--- src/rtl/frame_buffer_switcher.sv ---
// Triple-buffer index manager; the dropped-frame counter exists only when FBS_DROP_COUNT_EN is defined.
// Outputs are registered with 1-cycle latency. There is no backpressure: vsync edges that arrive while disabled are lost.
module frame_buffer_switcher #(
    parameter int PORT_W = 2,
    parameter int CNT_W  = 16
) (
    input  logic              clk,
    input  logic              reset,
    input  logic              enable,
    input  logic              write_vsync,
    input  logic              read_vsync,
    output logic [PORT_W-1:0] write_port,
    output logic [PORT_W-1:0] read_port,
    output logic              fresh,
    output logic [CNT_W-1:0]  drop_count
);

    logic [PORT_W-1:0] w_q, w_d;
    logic [PORT_W-1:0] r_q, r_d;
    logic [PORT_W-1:0] p_q, p_d;
    logic              fresh_q, fresh_d;
    logic              wv_q, rv_q;
    logic              w_edge, r_edge;

    assign w_edge = write_vsync & ~wv_q;
    assign r_edge = read_vsync & ~rv_q;

    // Applying the write before the read gives the same net result as sequencing the two swaps.
    always_comb begin
        w_d     = w_q;
        r_d     = r_q;
        p_d     = p_q;
        fresh_d = fresh_q;
        if (enable) begin
            unique case ({w_edge, r_edge})
                2'b10: begin
                    w_d     = p_q;
                    p_d     = w_q;
                    fresh_d = 1'b1;
                end
                2'b01: begin
                    if (fresh_q) begin
                        r_d     = p_q;
                        p_d     = r_q;
                        fresh_d = 1'b0;
                    end
                end
                2'b11: begin
                    w_d     = p_q;
                    r_d     = w_q;
                    p_d     = r_q;
                    fresh_d = 1'b0;
                end
                default: ;
            endcase
        end
    end

    // The edge-detect registers track the inputs even while disabled, so a held level never re-fires.
    always_ff @(posedge clk) begin
        if (reset) begin
            w_q     <= PORT_W'(0);
            r_q     <= PORT_W'(1);
            p_q     <= PORT_W'(2);
            fresh_q <= 1'b0;
            wv_q    <= 1'b1;
            rv_q    <= 1'b1;
        end else begin
            w_q     <= w_d;
            r_q     <= r_d;
            p_q     <= p_d;
            fresh_q <= fresh_d;
            wv_q    <= write_vsync;
            rv_q    <= read_vsync;
        end
    end

`ifdef FBS_DROP_COUNT_EN
    logic [CNT_W-1:0] drop_q, drop_d;
    logic             drop_inc;

    // A completed frame is lost whenever a new one lands while the pending frame is still unread.
    assign drop_inc = enable & w_edge & fresh_q;

    always_comb begin
        drop_d = drop_q;
        if (drop_inc && (drop_q != {CNT_W{1'b1}})) begin
            drop_d = drop_q + CNT_W'(1);
        end
    end

    always_ff @(posedge clk) begin
        if (reset) begin
            drop_q <= '0;
        end else begin
            drop_q <= drop_d;
        end
    end

    assign drop_count = drop_q;
`else
    assign drop_count = '0;
`endif

    assign write_port = w_q;
    assign read_port  = r_q;
    assign fresh      = fresh_q;

endmodule

--- config.mk ---
export PLATFORM = sky130hd
export DESIGN_NAME = frame_buffer_switcher
export DESIGN_NICKNAME = d
export VERILOG_FILES = /design/src/rtl/frame_buffer_switcher.sv
export SDC_FILE = /design/constraint.sdc
export NUM_CORES = 1
export LEC_CHECK = 0
export CAP_MARGIN = 20
export CORE_MARGIN = 2
export CORE_UTILIZATION = 42
export CTS_CLUSTER_DIAMETER = 30
export DETAILED_ROUTE_END_ITERATION = 16
export HOLD_SLACK_MARGIN = 0.1
export MAX_ROUTING_LAYER = met4
export PLACE_DENSITY = 0.81
export SLEW_MARGIN = 20
export SYNTH_ARGS = -nofsm -noshare
export SYNTH_HDL_FRONTEND = slang
export SYNTH_SLANG_ARGS = --single-unit
--- constraint.sdc ---
create_clock -name clk -period 1.9 [get_ports clk]
set_clock_uncertainty 0.2 [all_clocks]
set_input_delay 0.38 -clock clk [delete_from_list [all_inputs] [get_ports clk]]
set_output_delay 0.38 -clock clk [all_outputs]
set_load 0.02 [all_outputs]
Word-level counts from Yosys, hierarchy flattened
Index checks and enable logic that the tools add are counted.
{"block": "word_totals", "ff_bits": 9, "elab_cells": 28}
{"block": "op_classes", "bitwise_logic": 4, "n_reduce_logical": 9, "eq_ne": 4, "mux": 5}
{"cell": "$pmux W2 S3", "n": 1}
{"cell": "$reduce_and A3 Y1", "n": 2}
{"cell": "$eq A2 B2 Y1 const B", "n": 2}
{"cell": "$mux W2", "n": 2}
{"cell": "$pmux W2 S2", "n": 1}
{"cell": "$reduce_and A2 Y1", "n": 2}
{"cell": "$reduce_bool A2 Y1", "n": 2}
{"cell": "$reduce_or A2 Y1", "n": 2}
{"cell": "$reduce_bool A3 Y1", "n": 1}
{"cell": "$and A1 B1 Y1", "n": 2}
{"cell": "$eq A2 B1 Y1 const B", "n": 1}
{"cell": "$ne A2 B2 Y1 const B", "n": 1}
{"cell": "$not A1 Y1", "n": 2}
{"cell": "$pmux W1 S2", "n": 1}

Longest topological paths before layout
{"block": "depth", "depth_word": 6, "ltp_mapped": 4, "ltp_nobuf": 3}

Least setup slack after synthesis
No wires, ideal clock.
{"block": "synth_path", "path_kind": "flip-flop to flip-flop", "start": "register fresh_q (netlist: fresh)", "end": "register r_q[1] (netlist: read_port[1])", "path_stages_with_launch": 4, "slack_ns": 0.619, "synth_period_minus_slack_ns": 1.281, "t_arrival_ns": 0.946, "setup_ns": 0.135, "t_required_ns": 1.565, "path_cell_list": "dfxtp_1 -> inv_1 -> a221oi_1 -> a221oi_2"}
{"block": "synth_between", "elab_chain_cells": 2}
{"element": "start, declared", "line": "21", "text": "logic fresh_q, fresh_d;"}
{"element": "start signal, assigned", "line": "72", "text": "fresh_q <= fresh_d;"}
{"element": "$ne A2 B2 Y1 (no source line)"}
{"element": "$reduce_and A3 Y1 (no source line)"}
{"element": "end signal, assigned", "line": "70", "text": "r_q <= r_d;"}
{"element": "end, declared", "line": "19", "text": "logic [PORT_W-1:0] r_q, r_d;"}
Every way passes these cells.
A chain may end at the register's enable or synchronous reset.

Worst setup path in the final report
{"block": "layout_path", "start": "register fresh_q (netlist: fresh)", "end": "output fresh"}
{"element": "end, declared", "line": "14", "text": "output logic fresh,"}
No word-level cell between the ends.

==> metrics.csv <==
stage;metric;value;unit
run_status;status;finished clean;
route;wl_per_cell;11.3;um
yosys;yosysWarnings;0;
power;ir_drop;0.379;mV
place;port_buffers;9;
sta;final-hold-violation-count;0;
setup_path;worstPathCellList;clkdlybuf4s50_1;
route;drc_errors;0;
layout;num-nets-final;80;
grt;grt_pass1_wl;1720;um
setup_path;crit_arrival;1250;ps
route;drtAntennaViolNets;0;
yosys;synth_area_per_cell;9.06;um^2
sta;clock.fmax;545;MHz
floorplan;dieArea;1650;um^2
place;dp_cells;85;
setup_path;critical_path.top_delay_family;buffers and inverters;
setup_path;path_class;register to output port;
clock_tree;htree_levels;1;
yosys;synthAdderAreaFrac;0;%
sta;whs;277;ps
sta;rsz0062_at_grt;no;
floorplan;top_level_ports;26;
route;dr.pass1.iters;4;
clock_tree;cts.sinks;9;
yosys;synth_ff_type;dfxtp_1;
setup_path;slowest_stage;clkdlybuf4s50_1;
yosys;synth_edf_count;0;
setup_path;cp.buffers_inverters;1;
layout;final_common_cell;conb_1;
power;p_per_area;662;nW/um^2
sta;finalCritPeriodShare;96.6;%
yosys;synthMuxAreaShare;5.35;%
place;hpwl;784;um
sta;tns;0;ps
run;cap_violations;0;
place;place_area;611;um^2
yosys;syn_inst;62;
sta;layout_setup_ws;65.1;ps
power;power_leakage;0.313;nW
sta;setup_viol;0;
place;routabilityCongestion;0.809;
floorplan;placementRows;13;
yosys;ys_ff_latch;9;
route;vias_per_cell;4.79;
setup_path;cp-start-kind;register;
yosys;ys_types;25;
layout;antenna_cells;0;
route;wirelength;1010;um
setup_path;crit_fanout;3;
yosys;synth-compound-area-share;14.5;%
setup_path;required;1320;ps
layout;synthToLayoutAreaGrowth;14.3;%
layout;drive_gt1_share;16.2;%
clock_tree;cts_tree;built;
grt;track_usage;17.5;%
route;vias;426;
route;initialDrtViolationCount;9;
setup_path;max_stage_delay;620;ps
sta;slew_viol_final;0;
layout;final_cells;89;
setup_path;end_kind;output port;
clock_tree;holdBufCountCts;0;
floorplan;die_w;40.6;um
clock_tree;clk_path_buf_depth;2;
yosys;ys_seq_area_share;32.1;%
yosys;synthSimpleGateAreaFrac;22.7;%
grt;antenna_found_initial;0;
floorplan;start_util;44.3;%
clock_tree;clk_pin_slew;60;ps
clock_tree;root_buffer;clkbuf_4;
grt;grt_pass1_vias;397;
layout;final_util;50.6;%
place;preCtsSetupSlack;-0.772;ps
yosys;async_reset_ff_share;0;%
power;power;425;uW
layout;final_cell_area;642;um^2
floorplan;die_y;40.6;um
layout;final_cell_mix;conb_1 (16), dfxtp_1 (9), clkdlybuf4s50_1 (7), inv_1 (4), nand2_1 (4);
floorplan;core;1270;um^2
yosys;synth_xor_area_share;0;%
hold_path;worstHoldPathType;register to register;
clock_tree;numCtsBuffers;3;
yosys;synth_area;562;um^2
sta;period_minus_slack;1830;ps
clock_tree;worstSkewPairLatency;270;ps
grt;grt_start_max_net_pins;10;
yosys;synth_top_family_by_area;buffers and inverters;
grt;overflow;0;
power breakdown:
group	total [mW]	internal [mW]	switching (mW)
Combinational	0.0702	0.0226	0.0476
Sequential	0.200	0.195	0.00548
Clock	0.154	0.0813	0.0731
flip-flops by register name, indices dropped and copies added (netlist names):
name,count
wv_q,1
write_port,2
p_q,2
fresh,1
rv_q,1
read_port,2
synthesized netlist by cell type (2+ instances only):
cell / number / area, um^2
a221oi_1: 2 / 17.5
inv_1: 4 / 15.0
or2_2: 2 / 12.5
dfxtp_1: 9 / 180
nand3b_2: 2 / 22.5
buf_4: 16 / 120
mux2i_1: 3 / 30.0
nand2_1: 4 / 15.0
nand2b_1: 2 / 12.5
nor2_1: 3 / 11.3
final timing paths:
kind                                             endpoint  slack (ps)                       from  cells after the start
worst min register to register  read_port[1]$_SDFFE_PP0P_         280  read_port[1]$_SDFFE_PP0P_                      2
worst max register to register  read_port[0]$_SDFFE_PP1P_         560            rv_q$_SDFF_PP1_                      3
worst min-delay path            read_port[1]$_SDFFE_PP0P_         280  read_port[1]$_SDFFE_PP0P_                      2
worst max-delay path                                fresh          70         fresh$_SDFFE_PP0P_                      1
repair_timing:
item | CTS | global route
gates resized for setup | 0 | 2
setup buffers | 0 | 0
setup endpoints to repair | 0 | 2
layout make-up:
class                      count  area, um^2
timing repair buffer          10         103
fill                         135         627
tap                           15        18.8
sequential                     9         180
inverter                       4        15.0
clock buffer                   4        26.3
multi-input combinational     47         299
per-layer routing:
metal	global-route usage [%]	vias up	share of wire, %
met1	19.3	187	39
met3	5.56	5	7.8
met5	-	-	0
li1	-	211	-
met2	26.2	23	50
met4	12.5	0	3.6
cell families after synthesis:
logic type             after synthesis
DFF                                  9
muxes                                3
AOI/OAI and AO/OA                    9
and+or+nand+nor                     19
buffers and inverters               21
other                                1
Note: power is estimated with default switching activity, not from simulation.
